===== src/rtl/serial_subtractor.sv =====
// Multi-cycle subtractor: D = A - B - Bin, one SLICE-bit chunk per clock, LSB slice first.
// Start/busy/done handshake; results and flags update only on the edge entering DONE.
module serial_subtractor #(
   parameter int WIDTH = 64,
   parameter int SLICE = 8
) (
   input  logic             clk_i,
   input  logic             rst_i,
   input  logic             start_i,
   input  logic [WIDTH-1:0] a_i,
   input  logic [WIDTH-1:0] b_i,
   input  logic             bin_i,
   output logic             busy_o,
   output logic             done_o,
   output logic [WIDTH-1:0] d_o,
   output logic             bout_o,
   output logic             zero_o,
   output logic             ovf_o
);
   // state | meaning
   // IDLE  | waiting for start; results hold last completion
   // RUN   | one slice subtracted per cycle
   // DONE  | single-cycle completion pulse

   localparam int NSLICE = WIDTH / SLICE;
   localparam int CW     = (NSLICE > 1) ? $clog2(NSLICE) : 1;

   typedef enum logic [1:0] {IDLE, RUN, DONE} state_t;

   state_t             state_q, state_d;
   logic [CW-1:0]      cnt_q, cnt_d;
   logic               borrow_q, borrow_d;
   logic [WIDTH-1:0]   a_q, a_d, b_q, b_d, acc_q, acc_d;
   logic [WIDTH-1:0]   d_q, d_d;
   logic               bout_q, bout_d, zero_q, zero_d, ovf_q, ovf_d;

   logic [SLICE-1:0]   a_sl, b_sl;
   logic [SLICE:0]     sub;

   // Operand slice selected by a compare per slice so all part-selects stay constant.
   always_comb begin
      a_sl = '0;
      b_sl = '0;
      for (int k = 0; k < NSLICE; k++) begin
         if (cnt_q == CW'(k)) begin
            a_sl = a_q[k*SLICE +: SLICE];
            b_sl = b_q[k*SLICE +: SLICE];
         end
      end
      sub = {1'b0, a_sl} - {1'b0, b_sl} - {{SLICE{1'b0}}, borrow_q};
   end

   always_comb begin
      state_d  = state_q;
      cnt_d    = cnt_q;
      borrow_d = borrow_q;
      a_d      = a_q;
      b_d      = b_q;
      acc_d    = acc_q;
      d_d      = d_q;
      bout_d   = bout_q;
      zero_d   = zero_q;
      ovf_d    = ovf_q;
      case (state_q)
         IDLE: begin
            if (start_i) begin
               a_d      = a_i;
               b_d      = b_i;
               borrow_d = bin_i;
               cnt_d    = '0;
               state_d  = RUN;
            end
         end
         RUN: begin
            for (int k = 0; k < NSLICE; k++) begin
               if (cnt_q == CW'(k)) acc_d[k*SLICE +: SLICE] = sub[SLICE-1:0];
            end
            borrow_d = sub[SLICE];
            if (cnt_q == CW'(NSLICE-1)) begin
               d_d     = acc_d;
               bout_d  = sub[SLICE];
               zero_d  = (acc_d == '0);
               ovf_d   = (a_q[WIDTH-1] != b_q[WIDTH-1]) && (acc_d[WIDTH-1] != a_q[WIDTH-1]);
               state_d = DONE;
            end else begin
               cnt_d = cnt_q + CW'(1);
            end
         end
         DONE:    state_d = IDLE;
         default: state_d = IDLE;
      endcase
   end

   always_ff @(posedge clk_i) begin
      if (rst_i) begin
         state_q  <= IDLE;
         cnt_q    <= '0;
         borrow_q <= 1'b0;
         a_q      <= '0;
         b_q      <= '0;
         acc_q    <= '0;
         d_q      <= '0;
         bout_q   <= 1'b0;
         zero_q   <= 1'b0;
         ovf_q    <= 1'b0;
      end else begin
         state_q  <= state_d;
         cnt_q    <= cnt_d;
         borrow_q <= borrow_d;
         a_q      <= a_d;
         b_q      <= b_d;
         acc_q    <= acc_d;
         d_q      <= d_d;
         bout_q   <= bout_d;
         zero_q   <= zero_d;
         ovf_q    <= ovf_d;
      end
   end

   assign busy_o = (state_q == RUN);
   assign done_o = (state_q == DONE);
   assign d_o    = d_q;
   assign bout_o = bout_q;
   assign zero_o = zero_q;
   assign ovf_o  = ovf_q;
endmodule


===== config.mk =====
export PLATFORM = sky130hd
export DESIGN_NAME = serial_subtractor
export DESIGN_NICKNAME = d
export VERILOG_FILES = /design/src/rtl/serial_subtractor.sv
export SDC_FILE = /design/constraint.sdc
export NUM_CORES = 1
export LEC_CHECK = 0
export CAP_MARGIN = 20
export CORE_MARGIN = 8
export CORE_UTILIZATION = 50
export CTS_CLUSTER_SIZE = 40
export DETAILED_ROUTE_END_ITERATION = 8
export DONT_BUFFER_PORTS = 1
export GPL_TIMING_DRIVEN = 0
export PLACE_DENSITY = 0.74
export SYNTH_ARGS = -nofsm -noshare
export SYNTH_HDL_FRONTEND = slang
export SYNTH_SLANG_ARGS = --single-unit

===== constraint.sdc =====
create_clock -name clk_i -period 11.38 [get_ports clk_i]
set_clock_uncertainty 0.05 [all_clocks]
set_input_delay 1.138 -clock clk_i [delete_from_list [all_inputs] [get_ports clk_i]]
set_output_delay 1.138 -clock clk_i [all_outputs]
set_load 0.03 [all_outputs]

==> results.json <==
{
  "die_y_um": 167.6,
  "setup_viol": 0,
  "min_period_ns": 6.614,
  "synth_edf_count": 0,
  "ff_latch_area_mm2": 0.005285,
  "crit_type": "flop to flop",
  "multi_input_area_mm2": 0.005564,
  "slew_viol_final": 0,
  "cts_hold_buf": 0,
  "vdd_drop_max_mv": 0.1331,
  "maxCapViolCount": 0,
  "fillers": 2108,
  "rows": 55,
  "cts_tree": "yes",
  "cp_max_fo": 10,
  "first_pass_iters": 5,
  "routedWlPerCell_um": 21.34,
  "cts_buffer_depth": 3,
  "synthCells": 1475,
  "grt_overflow_total": 0,
  "initial_core_util_pct": 50.78,
  "synth_most_common_cell": "nand2_1",
  "drc": 0,
  "synth_fp_nets": 1627,
  "cts_sinks": 264,
  "ys_top_cells_by_count": "407 x nand2_1, 264 x dfxtp_1, 205 x a21oi_1",
  "grt_max_degree": 15,
  "htreeDepth": 1,
  "min_path_type": "flop to flop",
  "async_flop_share_pct": 0,
  "hold_viol": 0,
  "ant_nets": 0,
  "core_mm2": 0.02264,
  "p_leak_nw": 4.737,
  "io_buffer_count": 0,
  "total_power_w": 0.002473,
  "grt_use_total_pct": 26.26,
  "ys.flop_type": "dfxtp_1",
  "finalInstanceArea_mm2": 0.01289,
  "first_iter_violations": 1467,
  "rsz0062_at_grt": "false",
  "tns_ns": 0,
  "wl_met3_mm": 4.275,
  "netlist_area_mm2": 0.01150,
  "grt_pass1_vias": 10417,
  "die_area_mm2": 0.02810,
  "area_growth_pct": 12.11,
  "fin_nets": 1658,
  "start_kind": "flop",
  "dr_wl_met2_mm": 17.73,
  "place_area_mm2": 0.01186,
  "antenna_found_initial": 2,
  "synth_top_area_share_pct": 45.97,
  "wl_mm": 38.68,
  "timing.hold.ws_ns": 0.4032,
  "yosysSeqAreaShare_pct": 45.97,
  "synth.area.top_cells": "dfxtp_1 46%, nand2_1 13%, a21oi_1 8.9%, o21ai_0 3.3%, nor2_1 3.2%",
  "ys_ff_latch": 264,
  "cp.arrival_ns": 7.05,
  "dp_hpwl_mm": 28.43,
  "yosysTopAreaCell": "dfxtp_1",
  "status": "complete, no violations",
  "ys_types": 65,
  "highest_layer": "met5",
  "layoutNonFillerInstCount": 1813,
  "max_freq_ghz": 0.1512,
  "cts_made_buffers": 28,
  "num_vias": 10859,
  "cp-end-kind": "flop",
  "place_congestion": 0.9447,
  "drive_gt1_share_pct": 5.239,
  "ios": 201,
  "syn_area_per_cell_um2": 7.794,
  "dp.cells": 1761,
  "grt_pass1_wl_mm": 58.24,
  "post-route-period-util_pct": 58.12,
  "relSlewSlack_pct": 20.15,
  "clk_pin_slew_worst_paths_ns": 0.07,
  "met1Wirelength_mm": 15.01,
  "post_cts_buffers": 0,
  "root_buffer": "clkbuf_16",
  "cellPowerDensity_mw_per_mm2": 191.9,
  "worst_pin_slew_ns": 1.189,
  "yosysWarnings": 0,
  "cts_resized": 0,
  "crit_required_ns": 11.82,
  "die_w_um": 167.6,
  "worstSkewPairLatency_ns": 0.55,
  "viasPerCell": 5.990
}
==> final cells by class <==
type                       instances  share of cell area [%]
antenna                            1                 0.01942
sequential                       264                   41.01
tap                              285                   2.767
buffer                           122                   4.058
clock inverter                    14                   1.631
inverter                          33                  0.9611
timing repair buffer               1                 0.05825
clock buffer                      37                   6.329
multi-input combinational       1056                   43.17
==> sequential cells by signal, indices dropped and copies added, names as in the netlist <==
signal	flops
bout_o	1
d_o	64
b_q	64
acc_q	63
cnt_q	3
state_q	2
a_q	64
zero_o	1
borrow_q	1
ovf_o	1
==> where the power goes <==
part	total, W	switching, W	internal, W
sequential	0.000982	0.0000233	0.000959
combinational	0.000485	0.000349	0.000136
clock	0.00101	0.000389	0.000617
==> critical path, stage by stage (launching register included) <==
cell,delay [ns]
dfxtp_1,0.34
buf_4,0.19
inv_1,0.15
ha_1,0.39
clkbuf_1,0.50
buf_1,0.55
nand2_1,0.12
o311a_1,0.14
nor3_1,0.20
a21oi_1,0.07
a221oi_1,0.53
fa_1,0.27
inv_1,0.08
fa_1,0.46
xnor2_1,0.96
o22ai_1,0.15
or4_1,0.52
nor4_1,0.30
nand4_1,0.19
a211oi_2,0.24
a22o_1,0.16
==> metrics by stage <==
stage               util, %  worst slack [ns]
floorplan                 -             6.484
global placement      52.35             5.147
detailed placement    52.38             5.127
CTS                   56.92             5.056
global route          56.93             4.617
finish                56.93             4.766
==> layout by cell type, fill, tap and decap left out, types with 5 or more instances in the layout <==
master / n
a211oi_1: 21
a21o_1: 6
a21oi_1: 205
a221o_1: 9
a221oi_1: 22
a22o_1: 14
buf_1: 9
buf_2: 10
buf_6: 6
bufinv_16: 5
clkbuf_1: 97
clkbuf_16: 29
clkbuf_8: 6
dfxtp_1: 264
ha_1: 18
inv_1: 32
mux2i_1: 32
nand2_1: 407
nand2b_1: 6
nand3_1: 5
nor2_1: 98
nor2b_1: 8
nor3_1: 35
o21ai_0: 75
o311a_1: 16
or4_1: 6
==> final timing paths <==
check                   startpoint              endpoint  slack, ns  depth (start not counted)
min           b_q[43]$_SDFFE_PP0P_  b_q[43]$_SDFFE_PP0P_       0.40                          2
max          cnt_q[2]$_SDFFE_PP0P_   zero_o$_SDFFE_PP0P_       4.77                         20
min reg2reg   b_q[43]$_SDFFE_PP0P_  b_q[43]$_SDFFE_PP0P_       0.40                          2
max reg2reg  cnt_q[2]$_SDFFE_PP0P_   zero_o$_SDFFE_PP0P_       4.77                         20
==> per-layer routing <==
layer | vias to the layer above | track usage (%)
li1 | 5104 | -
met3 | 123 | 7.548
met4 | 2 | 11.30
met2 | 607 | 42.61
met5 | - | 0
met1 | 5023 | 32.09
==> kinds of logic (layout without fill, tap and decap cells) <==
kind of cell,after synthesis,after routing,share of synthesized area [%]
adders and majority gates,20,20,2.307
AOI/OAI and AO/OA,410,410,21.83
other,0,1,0
muxes,32,32,2.786
buffers and inverters,155,207,5.627
and+or+nand+nor,585,585,20.66
xor gates and xnor gates,9,9,0.8164
DFF,264,264,45.97
No activity file was read; power rests on OpenSTA's default activity.
